===== config.mk =====
export PLATFORM = sky130hd
export DESIGN_NAME = imu_i2c_reader
export DESIGN_NICKNAME = d
export VERILOG_FILES = /design/src/rtl/imu_i2c_reader.sv
export SDC_FILE = /design/constraint.sdc
export NUM_CORES = 1
export LEC_CHECK = 0
export ABC_AREA = 1
export BUFFER_PORTS_ARGS = -buffer_cell sky130_fd_sc_hd__buf_4
export CORE_ASPECT_RATIO = 0.7
export CORE_MARGIN = 1.5
export CORE_UTILIZATION = 50
export CTS_BUF_LIST = sky130_fd_sc_hd__clkbuf_4 sky130_fd_sc_hd__clkbuf_8 sky130_fd_sc_hd__clkbuf_16
export CTS_CLUSTER_SIZE = 14
export DETAILED_ROUTE_END_ITERATION = 12
export GPL_ROUTABILITY_DRIVEN = 0
export PLACE_DENSITY = 0.81
export SETUP_SLACK_MARGIN = 0.2
export SYNTH_ARGS = -nofsm -noshare
export SYNTH_HDL_FRONTEND = slang
export SYNTH_SLANG_ARGS = --single-unit

===== constraint.sdc =====
create_clock -name clk -period 2.9 [get_ports clk]
set_input_delay 0.87 -clock clk [delete_from_list [all_inputs] [get_ports clk]]
set_output_delay 0.87 -clock clk [all_outputs]
set_load 0.03 [all_outputs]

===== src/rtl/imu_i2c_reader.sv =====
// imu_i2c_reader: fixed-sequence I2C master that burst-reads NBYTES consecutive
// IMU registers and presents them as one packed word, first byte in the MSBs.
module imu_i2c_reader #(
  parameter int unsigned CLK_DIV   = 125,
  parameter logic [6:0]  DEV_ADDR  = 7'h68,
  parameter logic [7:0]  START_REG = 8'h3B,
  parameter int unsigned NBYTES    = 6
) (
  input  logic                  clk,
  input  logic                  rst,
  input  logic                  start,
  output logic                  busy,
  output logic                  done,
  output logic                  nack,
  output logic [8*NBYTES-1:0]   data_out,
  output logic                  SCL,
  output logic                  SDA_oen,
  output logic                  SDA_out,
  input  logic                  SDA_in
);

  localparam int unsigned   DW         = 8 * NBYTES;
  localparam int unsigned   PW         = (CLK_DIV > 1) ? $clog2(CLK_DIV) : 1;
  localparam logic [PW-1:0] PHASE_LAST = PW'(CLK_DIV - 1);
  localparam logic [3:0]    LAST_BYTE  = 4'(NBYTES - 1);

  typedef enum logic [2:0] {
    S_IDLE, S_START, S_WADDR, S_WREG, S_RSTART, S_RADDR, S_READ, S_STOP
  } state_t;

  state_t        r_state;
  state_t        w_next;
  logic [PW-1:0] r_phase;
  logic [1:0]    r_quarter;
  logic [3:0]    r_bit;
  logic [3:0]    r_byte;
  logic          r_sample;
  logic          r_failed;
  logic          r_done;
  logic          r_nack;
  logic [DW-1:0] r_shift;
  logic [DW-1:0] r_data_out;

  logic          w_tick;
  logic          w_sym_end;
  logic          w_sample_pt;
  logic          w_byte_state;
  logic          w_ack_bit;
  logic          w_last_byte;
  logic          w_scl_high;
  logic [2:0]    w_bit_idx;
  logic [7:0]    w_tx_byte;

  assign w_tick       = (r_phase == PHASE_LAST);
  assign w_sym_end    = w_tick && (r_quarter == 2'd3);
  assign w_sample_pt  = w_tick && (r_quarter == 2'd1);
  assign w_byte_state = (r_state == S_WADDR) || (r_state == S_WREG) ||
                        (r_state == S_RADDR) || (r_state == S_READ);
  assign w_ack_bit    = (r_bit == 4'd8);
  assign w_last_byte  = (r_byte == LAST_BYTE);
  assign w_scl_high   = (r_quarter == 2'd1) || (r_quarter == 2'd2);
  assign w_bit_idx    = 3'd7 - r_bit[2:0];

  always_comb begin
    case (r_state)
      S_WADDR: w_tx_byte = {DEV_ADDR, 1'b0};
      S_WREG:  w_tx_byte = START_REG;
      default: w_tx_byte = {DEV_ADDR, 1'b1};
    endcase
  end

  // NOTE: sequential state uses non-blocking assignments so every register
  // samples the pre-edge values, independent of statement order.
  always_ff @(posedge clk or negedge rst) begin
    if (!rst) begin
      r_state <= S_IDLE;
    end else begin
      r_state <= w_next;
    end
  end

  // Symbol timing, bit/byte counters and the receive shift register.
  always_ff @(posedge clk or negedge rst) begin
    if (!rst) begin
      r_phase   <= '0;
      r_quarter <= 2'd0;
      r_bit     <= 4'd0;
      r_byte    <= 4'd0;
      r_sample  <= 1'b1;
      r_failed  <= 1'b0;
      r_shift   <= '0;
    end else if (r_state == S_IDLE) begin
      r_phase   <= '0;
      r_quarter <= 2'd0;
      r_bit     <= 4'd0;
      r_byte    <= 4'd0;
      if (start) begin
        r_failed <= 1'b0;
      end
    end else begin
      r_phase <= w_tick ? '0 : r_phase + 1'b1;
      if (w_tick) begin
        r_quarter <= r_quarter + 2'd1;
      end
      if (w_sample_pt) begin
        r_sample <= SDA_in;
        if (r_state == S_READ && !w_ack_bit) begin
          r_shift <= {r_shift[DW-2:0], SDA_in};
        end
      end
      if (w_sym_end && w_byte_state) begin
        r_bit <= w_ack_bit ? 4'd0 : r_bit + 4'd1;
        if (r_state == S_READ && w_ack_bit) begin
          r_byte <= r_byte + 4'd1;
        end
      end
      // Any early jump to STOP from a write/address phase is a slave NACK.
      if (w_sym_end && w_next == S_STOP && r_state != S_READ) begin
        r_failed <= 1'b1;
      end
    end
  end

  // Completion: data_out moves only on success; done and nack are exclusive.
  always_ff @(posedge clk or negedge rst) begin
    if (!rst) begin
      r_done     <= 1'b0;
      r_nack     <= 1'b0;
      r_data_out <= '0;
    end else begin
      r_done <= 1'b0;
      r_nack <= 1'b0;
      if (r_state == S_STOP && w_sym_end) begin
        r_done <= !r_failed;
        r_nack <= r_failed;
        if (!r_failed) begin
          r_data_out <= r_shift;
        end
      end
    end
  end

  always_comb begin
    w_next = r_state;
    case (r_state)
      S_IDLE:   if (start)     w_next = S_START;
      S_START:  if (w_sym_end) w_next = S_WADDR;
      S_WADDR:  if (w_sym_end && w_ack_bit) w_next = r_sample ? S_STOP : S_WREG;
      S_WREG:   if (w_sym_end && w_ack_bit) w_next = r_sample ? S_STOP : S_RSTART;
      S_RSTART: if (w_sym_end) w_next = S_RADDR;
      S_RADDR:  if (w_sym_end && w_ack_bit) w_next = r_sample ? S_STOP : S_READ;
      S_READ:   if (w_sym_end && w_ack_bit && w_last_byte) w_next = S_STOP;
      S_STOP:   if (w_sym_end) w_next = S_IDLE;
      default:  w_next = S_IDLE;
    endcase
  end

  // NOTE: every output gets a default before the case, so no path through
  // the block leaves a value unassigned and no latch is inferred.
  always_comb begin
    SCL     = 1'b1;
    SDA_oen = 1'b1;
    busy    = (r_state != S_IDLE);
    case (r_state)
      S_START: begin
        SCL     = (r_quarter != 2'd3);
        SDA_oen = (r_quarter < 2'd2);
      end
      S_RSTART: begin
        SCL     = w_scl_high;
        SDA_oen = (r_quarter < 2'd2);
      end
      S_STOP: begin
        SCL     = (r_quarter != 2'd0);
        SDA_oen = (r_quarter >= 2'd2);
      end
      S_WADDR, S_WREG, S_RADDR: begin
        SCL     = w_scl_high;
        SDA_oen = w_ack_bit ? 1'b1 : w_tx_byte[w_bit_idx];
      end
      S_READ: begin
        // Master ACKs every byte but the last, which it NACKs.
        SCL     = w_scl_high;
        SDA_oen = !w_ack_bit || w_last_byte;
      end
      default: ;
    endcase
  end

  assign SDA_out  = 1'b0;
  assign done     = r_done;
  assign nack     = r_nack;
  assign data_out = r_data_out;

endmodule


## Word-level counts from Yosys, hierarchy flattened

Index checks and enable logic that the tools add are counted.

| cells by class | value |
|---|---|
| $lt $le $gt $ge | 3 |
| bitwise logic cells | 2 |
| reduce and logical (&&, ||, !) cells | 32 |
| equality and inequality tests | 17 |
| add/sub/neg operators | 5 |
| multiplexer cells | 33 |

Operators by type and width:

| operator | number |
|---|---|
| 3-bit two-way mux | 9 |
| 4-bit two-way mux | 6 |
| 3-bit one-hot mux with 8 select lines | 1 |
| 8-bit one-hot mux with 2 select lines | 1 |
| 3-bit == test, second input constant | 5 |
| 7-bit two-way mux | 2 |
| 1-bit logical AND | 10 |
| 2-bit nonzero test | 5 |
| 4-bit by 1-bit adder with 4-bit output, second input constant | 2 |
| 1-bit two-way mux | 8 |
| 2-bit AND reduction | 4 |
| 7-bit by 1-bit adder with 7-bit output, second input constant | 1 |
| 7-bit == test, second input constant | 1 |
| 3-bit by 2-bit == test with 1-bit output, second input constant | 2 |
| 2-bit two-way mux | 3 |
| 1-bit logical OR | 5 |
| 5-bit OR reduction | 1 |
| 2-bit == test, second input constant | 2 |
| 4-bit by 3-bit == test with 1-bit output, second input constant | 1 |
| 4-bit == test, second input constant | 1 |
| 3-bit by 4-bit < comparator with 1-bit output, second input constant | 1 |
| 2-bit != test, second input constant | 2 |
| 1-bit one-hot mux with 4 select lines | 1 |
| 1-bit binary-select mux with 3-bit select | 1 |
| other kinds (15) | 17 |

| storage, ports and cells | value |
|---|---|
| bits of input ports | 4 |
| output and inout bits | 54 |
| bits in registers | 120 |

## Logic depth before layout (Yosys ltp)

| depth | value |
|---|---|
| depth after elaboration | 11 |
| depth in mapped cells | 12 |

## Least setup slack after synthesis

No wires, ideal clock.

| timing | value |
|---|---|
| path type | reg2out |
| start | reg r_bit[0] |
| end | out SDA_oen |
| arrival time | 1.572 ns |
| slack | 0.458 ns |
| required time | 2.030 ns |
| buffers on the path | 0 |
| cell stages (with the launch flop) | 8 |
| path through | dfrtp_1 > inv_1 > ha_1 > nand2_1 > nor2_1 > nor2_1 > nor3_1 > nand4_1 |

| between the ends | value |
|---|---|
| longest elaborated chain between the ends | 5 |

Ends and longest elaborated chain:

| item | line | source |
|---|---|---|
| from (decl) | 35 | `logic [3:0] r_bit;` |
| from (signal assigned) | 112 | `r_bit <= w_ack_bit ? 4'd0 : r_bit + 4'd1;` |
| 3-bit subtractor | 62 | `assign w_bit_idx = 3'd7 - r_bit[2:0];` |
| 1-bit binary-select mux with 3-bit select | 179 | `SDA_oen = w_ack_bit ? 1'b1 : w_tx_byte[w_bit_idx];` |
| 1-bit two-way mux (not written as such) | 179 |  |
| 1-bit two-way mux | 179 |  |
| 1-bit one-hot mux with 4 select lines (*) | 164 | `case (r_state)` |
| to (decl) | 17 | `output logic SDA_oen,` |

Mark *: on every way between the ends. The rest lies on a longest branch, timed or not. The select of a mux whose other input is x is not followed.

## Worst setup path after layout

Same ends and word-level chain as after synthesis.

==> report_table.html <==
<table>
<tr><th>Metric</th><th>Value</th></tr>
<tr><th colspan="2">STA</th></tr>
<tr><td>Final cycle utilization of the critical path</td><td>between 90% and 100%</td></tr>
<tr><td>Transition time at the pin with the least slew margin</td><td>roughly 940 ps</td></tr>
<tr><td>Final Max Slew Viols</td><td>0</td></tr>
<tr><td>Rel. slew slack</td><td>a little under two fifths</td></tr>
<tr><td>Clk_skew</td><td>between 6 and 7 ps</td></tr>
<tr><td>Final TNS setup</td><td>0 ps</td></tr>
<tr><td>Number of hold violations in the final report</td><td>0</td></tr>
<tr><td>Worst slack on hold paths</td><td>roughly 410 ps</td></tr>
<tr><td>Setup repair after global routing missed its margin</td><td>yes</td></tr>
<tr><td>Time the final worst path needs with I/O delays and setup</td><td>about 2800 ps</td></tr>
<tr><td>Achievable Freq</td><td>between 300 and 400 MHz</td></tr>
<tr><td>Setup-violating endpoint count in the final report</td><td>0</td></tr>
<tr><th colspan="2">Logic synthesis</th></tr>
<tr><td>Yosys warnings</td><td>0</td></tr>
<tr><td>Syn nets</td><td>565</td></tr>
<tr><td>Count leader, synth</td><td>sky130_fd_sc_hd__nand2_1</td></tr>
<tr><td>Cells taking the most area after synthesis</td><td>sky130_fd_sc_hd__dfrtp_1, sky130_fd_sc_hd__nand2_1, sky130_fd_sc_hd__o21ai_0</td></tr>
<tr><td>Top cells by count, synth</td><td>sky130_fd_sc_hd__nand2_1, sky130_fd_sc_hd__dfrtp_1, sky130_fd_sc_hd__inv_1, sky130_fd_sc_hd__o21ai_0, sky130_fd_sc_hd__o21ai_1</td></tr>
<tr><td>Number of register bits inferred by synthesis</td><td>120</td></tr>
<tr><td>Netlist Area Pre-Place</td><td>5120 um2</td></tr>
<tr><td>Number of standard cells after synthesis</td><td>551</td></tr>
<tr><td>Netlist cell types</td><td>38</td></tr>
<tr><td>Asr flop ratio synth</td><td>100%</td></tr>
<tr><td>Fraction of synthesized cell area taken by the top area cell type</td><td>between 50% and 60%</td></tr>
<tr><td>Cell type with the highest aggregate area in the netlist</td><td>sky130_fd_sc_hd__dfrtp_1</td></tr>
<tr><td>Avg Synthesized Cell Area</td><td>slightly above 9 um2</td></tr>
<tr><td>Post-synth top flop</td><td>sky130_fd_sc_hd__dfrtp_1</td></tr>
<tr><td>EDFF count, synth</td><td>0</td></tr>
<tr><td>Part of the Yosys area used for sequential elements</td><td>about three fifths</td></tr>
<tr><th colspan="2">CTS</th></tr>
<tr><td>Clock tree from TritonCTS</td><td>done</td></tr>
<tr><td>Clock Latency Late Sink</td><td>a little over 400 ps</td></tr>
<tr><td>Largest buffer count on any clock path</td><td>2</td></tr>
<tr><td>Number of levels the H-tree was split into</td><td>4</td></tr>
<tr><td>Sink Count</td><td>120</td></tr>
<tr><td>Post-CTS Hold Fix Bufs</td><td>0</td></tr>
<tr><td>Post-CTS clock slew at the launch and capture registers of the worst setup and hold paths</td><td>50 ps</td></tr>
<tr><td>Number of clock buffers inserted by TritonCTS</td><td>17</td></tr>
<tr><td>Buffer cell driving the clock tree root</td><td>sky130_fd_sc_hd__clkbuf_16</td></tr>
<tr><th colspan="2">Pwr</th></tr>
<tr><td>Cell-internal power</td><td>approximately 3.1 mW</td></tr>
<tr><td>Power per Cell Area</td><td>slightly below 600 nW/um2</td></tr>
<tr><td>IR drop worst, VDD</td><td>0.441 mV</td></tr>
<tr><td>Leak</td><td>3.04 nW</td></tr>
<tr><td>Switching share of power</td><td>between 10% and 20%</td></tr>
<tr><td>Net switching power</td><td>roughly 0.77 mW</td></tr>
<tr><td>Combinational share of power</td><td>roughly 1.1%</td></tr>
<tr><td>Clock Power Share</td><td>between 50% and 60%</td></tr>
<tr><td>Reg power frac</td><td>43.3%</td></tr>
<tr><th colspan="2">Final layout</th></tr>
<tr><td>Final net count</td><td>about 640</td></tr>
<tr><td>Count of filler cells inserted in the layout</td><td>roughly 740</td></tr>
<tr><td>Signed area change from the synthesized netlist to the final layout</td><td>27.3%</td></tr>
<tr><td>Share of cells above drive strength 1</td><td>between 20 and 30%</td></tr>
<tr><td>Antenna diode count</td><td>0</td></tr>
<tr><th colspan="2">Detailed routing</th></tr>
<tr><td>Total number of vias</td><td>between 3000 and 4000</td></tr>
<tr><td>WL/cell</td><td>14.4 um</td></tr>
<tr><td>Number of design-rule violations left by the first detailed-router iteration</td><td>about 350</td></tr>
<tr><td>Initial DRT Pass Iterations</td><td>5</td></tr>
<tr><td>Post-DR vias/cell</td><td>approximately 5.1</td></tr>
<tr><td>Post-Route WL</td><td>around 11000 um</td></tr>
<tr><td>DRC</td><td>0</td></tr>
<tr><td>Number of nets with antenna violations after routing</td><td>0</td></tr>
<tr><th colspan="2">Floorplan</th></tr>
<tr><td>Area of the die</td><td>around 11000 um2</td></tr>
<tr><td>Floorplan die height</td><td>87.7 um</td></tr>
<tr><td>Placement row count</td><td>30</td></tr>
<tr><td>Initial standard-cell utilization of the core</td><td>52.1%</td></tr>
<tr><td>Area of the core region</td><td>between 9000 and 10000 um2</td></tr>
<tr><td>Width of the die</td><td>approximately 120 um</td></tr>
<tr><td>I/O pins</td><td>58</td></tr>
<tr><th colspan="2">Setup path</th></tr>
<tr><td>Worst path slowest cell</td><td>sky130_fd_sc_hd__dfrtp_1</td></tr>
<tr><td>Critical path fanouts, max</td><td>3</td></tr>
<tr><td>Startpoint type of the worst setup path</td><td>flop</td></tr>
<tr><td>Arrival time worst endpoint</td><td>1950 ps</td></tr>
<tr><td>Top Family by Delay on Critical Path</td><td>buffers and inverters</td></tr>
<tr><td>Element type at the critical path end</td><td>output pin</td></tr>
<tr><td>Crit path cell chain</td><td>inv_2 -&gt; buf_4 -&gt; buf_4 -&gt; nand2_1 -&gt; o2111ai_2 -&gt; nand3_1 -&gt; nand2_1 -&gt; nand4_1 -&gt; buf_6</td></tr>
<tr><td>Required time of the critical path</td><td>approximately 2000 ps</td></tr>
<tr><td>Number of buffers and inverters on the critical path</td><td>4</td></tr>
<tr><td>Kind of critical path</td><td>flop to output pin</td></tr>
<tr><td>Worst stage delay on the critical path</td><td>about 400 ps</td></tr>
<tr><th colspan="2">GRT</th></tr>
<tr><td>Via count of the first global-routing pass</td><td>3672</td></tr>
<tr><td>GRT Residual Overflow</td><td>0</td></tr>
<tr><td>Antenna violations before repair</td><td>0</td></tr>
<tr><td>Global router's overall resource usage</td><td>20.8%</td></tr>
<tr><td>Pin count of the biggest net entering global routing</td><td>96</td></tr>
<tr><td>First-pass GRT wire length</td><td>17200 um</td></tr>
<tr><th colspan="2">Outcome</th></tr>
<tr><td>Outcome</td><td>complete, no violations</td></tr>
<tr><th colspan="2">Place</th></tr>
<tr><td>Number of buffer cells added on primary ports</td><td>between 50 and 60</td></tr>
<tr><td>Placed wire-length estimate after detailed placement</td><td>6640 um</td></tr>
<tr><th colspan="2">Worst hold path</th></tr>
<tr><td>Worst hold path class</td><td>primary input to asynchronous set/reset pin</td></tr>
<tr><th colspan="2">Run</th></tr>
<tr><td>Max_cap viols</td><td>0</td></tr>
</table>
-- worst register-to-register path: cells and delay by family, from the launching register on --
kind | cells | cell delay, ps
compound gates | 1 | 140
fa+ha+maj | 1 | 200
buf+inv | 3 | 790
flops | 1 | 370
simple gates | 5 | 570
-- cell usage in the layout, fill, tap and decap left out, types with 3 or more instances in the layout --
cell,netlist,final
sky130_fd_sc_hd__o21ai_0,60,59
sky130_fd_sc_hd__dfrtp_1,119,116
sky130_fd_sc_hd__inv_1,71,66
sky130_fd_sc_hd__a21oi_1,3,3
sky130_fd_sc_hd__ha_1,10,9
sky130_fd_sc_hd__o21ai_1,37,37
sky130_fd_sc_hd__nor3b_1,3,3
sky130_fd_sc_hd__clkbuf_16,0,17
sky130_fd_sc_hd__buf_4,1,74
sky130_fd_sc_hd__nand2_4,1,6
sky130_fd_sc_hd__xor2_1,3,3
sky130_fd_sc_hd__nor2_4,4,7
sky130_fd_sc_hd__nor2_1,19,14
sky130_fd_sc_hd__nand2_1,141,134
sky130_fd_sc_hd__o21ai_2,10,11
sky130_fd_sc_hd__clkinv_2,0,4
sky130_fd_sc_hd__nor2_2,1,3
sky130_fd_sc_hd__nand3_2,2,4
sky130_fd_sc_hd__nand3_1,15,12
sky130_fd_sc_hd__nor3_1,5,5
sky130_fd_sc_hd__inv_2,5,8
sky130_fd_sc_hd__buf_6,8,4
sky130_fd_sc_hd__bufinv_16,0,3
sky130_fd_sc_hd__dfrtp_2,0,3
sky130_fd_sc_hd__clkinv_4,0,3
sky130_fd_sc_hd__nand2_2,2,4
-- flip-flops by register name, summed over array words and instances, names as in the netlist --
signal	cells
nack	1
data_out	48
r_state	3
r_byte	4
r_sample	1
r_shift	48
done	1
r_bit	4
r_phase	7
r_failed	1
r_quarter	2
-- path summary, 6_finish.rpt --
| check | startpoint | end | slack, ps | cells past startpoint |
|---|---|---|---|---|
| max reg2reg | r_phase[0]$_DFF_PN0_ | data_out[23]$_DFFE_PN0P_ | 740 | 10 |
| min | rst | data_out[16]$_DFFE_PN0P_ | 410 | 1 |
| max in group asynchronous | rst | data_out[39]$_DFFE_PN0P_ | 1780 | 2 |
| min in group clk | r_phase[0]$_DFF_PN0_ | r_phase[0]$_DFF_PN0_ | 470 | 1 |
| min reg2reg | r_phase[0]$_DFF_PN0_ | r_phase[0]$_DFF_PN0_ | 470 | 1 |
| max | r_bit[0]$_DFFE_PN0P_ | SDA_oen | 80 | 9 |
-- logic make-up (layout without fill, tap and decap cells) --
family                   after synthesis  in the layout  synth area share [%]
AO/OA/AOI/OAI                        120            120                  12.9
XOR/XNOR                               4              4                 0.684
adder cells (fa/ha/maj)               10             10                  2.44
buffers and inverters                 98            188                  8.60
flip-flops                           120            120                  58.7
other                                  1              1                0.0732
AND/OR/NAND/NOR                      198            198                  16.6
-- area by class of cell --
type	count	area (um2)	share of cell area (%)
clock inverters	11	145	2.23
clock buffers	21	468	7.18
flip-flops and latches	120	3010	46.1
well taps	128	160	2.46
repair buffers	80	641	9.83
multi-input cells	333	1810	27.7
inverters	76	293	4.49
-- per-layer routing --
metal | GRT usage (%) | vias to the layer above | part of all wire [%]
met5 | 0 | - | 0
met4 | 7.13 | 0 | 2.1
met3 | 6.58 | 23 | 5.0
met2 | 31.6 | 115 | 47
met1 | 28.6 | 1898 | 46
li1 | - | 1911 | -
-- stage by stage --
| step | cells | area (um2) | total power [mW] | utilization (%) | worst slack, ps |
|---|---|---|---|---|---|
| global route | 769 | 6520 | 4.01 | 66.3 | 44.7 |
| CTS | 753 | 6260 | 3.91 | 63.7 | 189 |
| finish | 769 | 6520 | 3.87 | 66.3 | 79.3 |
| global placement | 719 | 5620 | 1.75 | 57.1 | 565 |
| floorplan | 551 | 5120 | 1.71 | - | 458 |
| detailed placement | 719 | 5620 | 1.75 | 57.1 | 508 |
-- power groups by stage --
stage	logic [mW]	clock network [mW]	registers, mW
5_1_grt	0.0498	2.28	1.67
4_1_cts	0.0443	2.19	1.68
3_3_place_gp	0.0424	0	1.70
6_report	0.0412	2.16	1.68
3_5_place_dp	0.0441	0	1.70
2_1_floorplan	0.00272	0	1.71
-- repair_timing --
item	4_1_cts	5_1_grt
gates resized for setup	9	37
setup buffers	2	16
pin swaps	0	9
cloned	0	0
endpoints found under the setup margin	2	2
(Power assumes the default switching activity.)
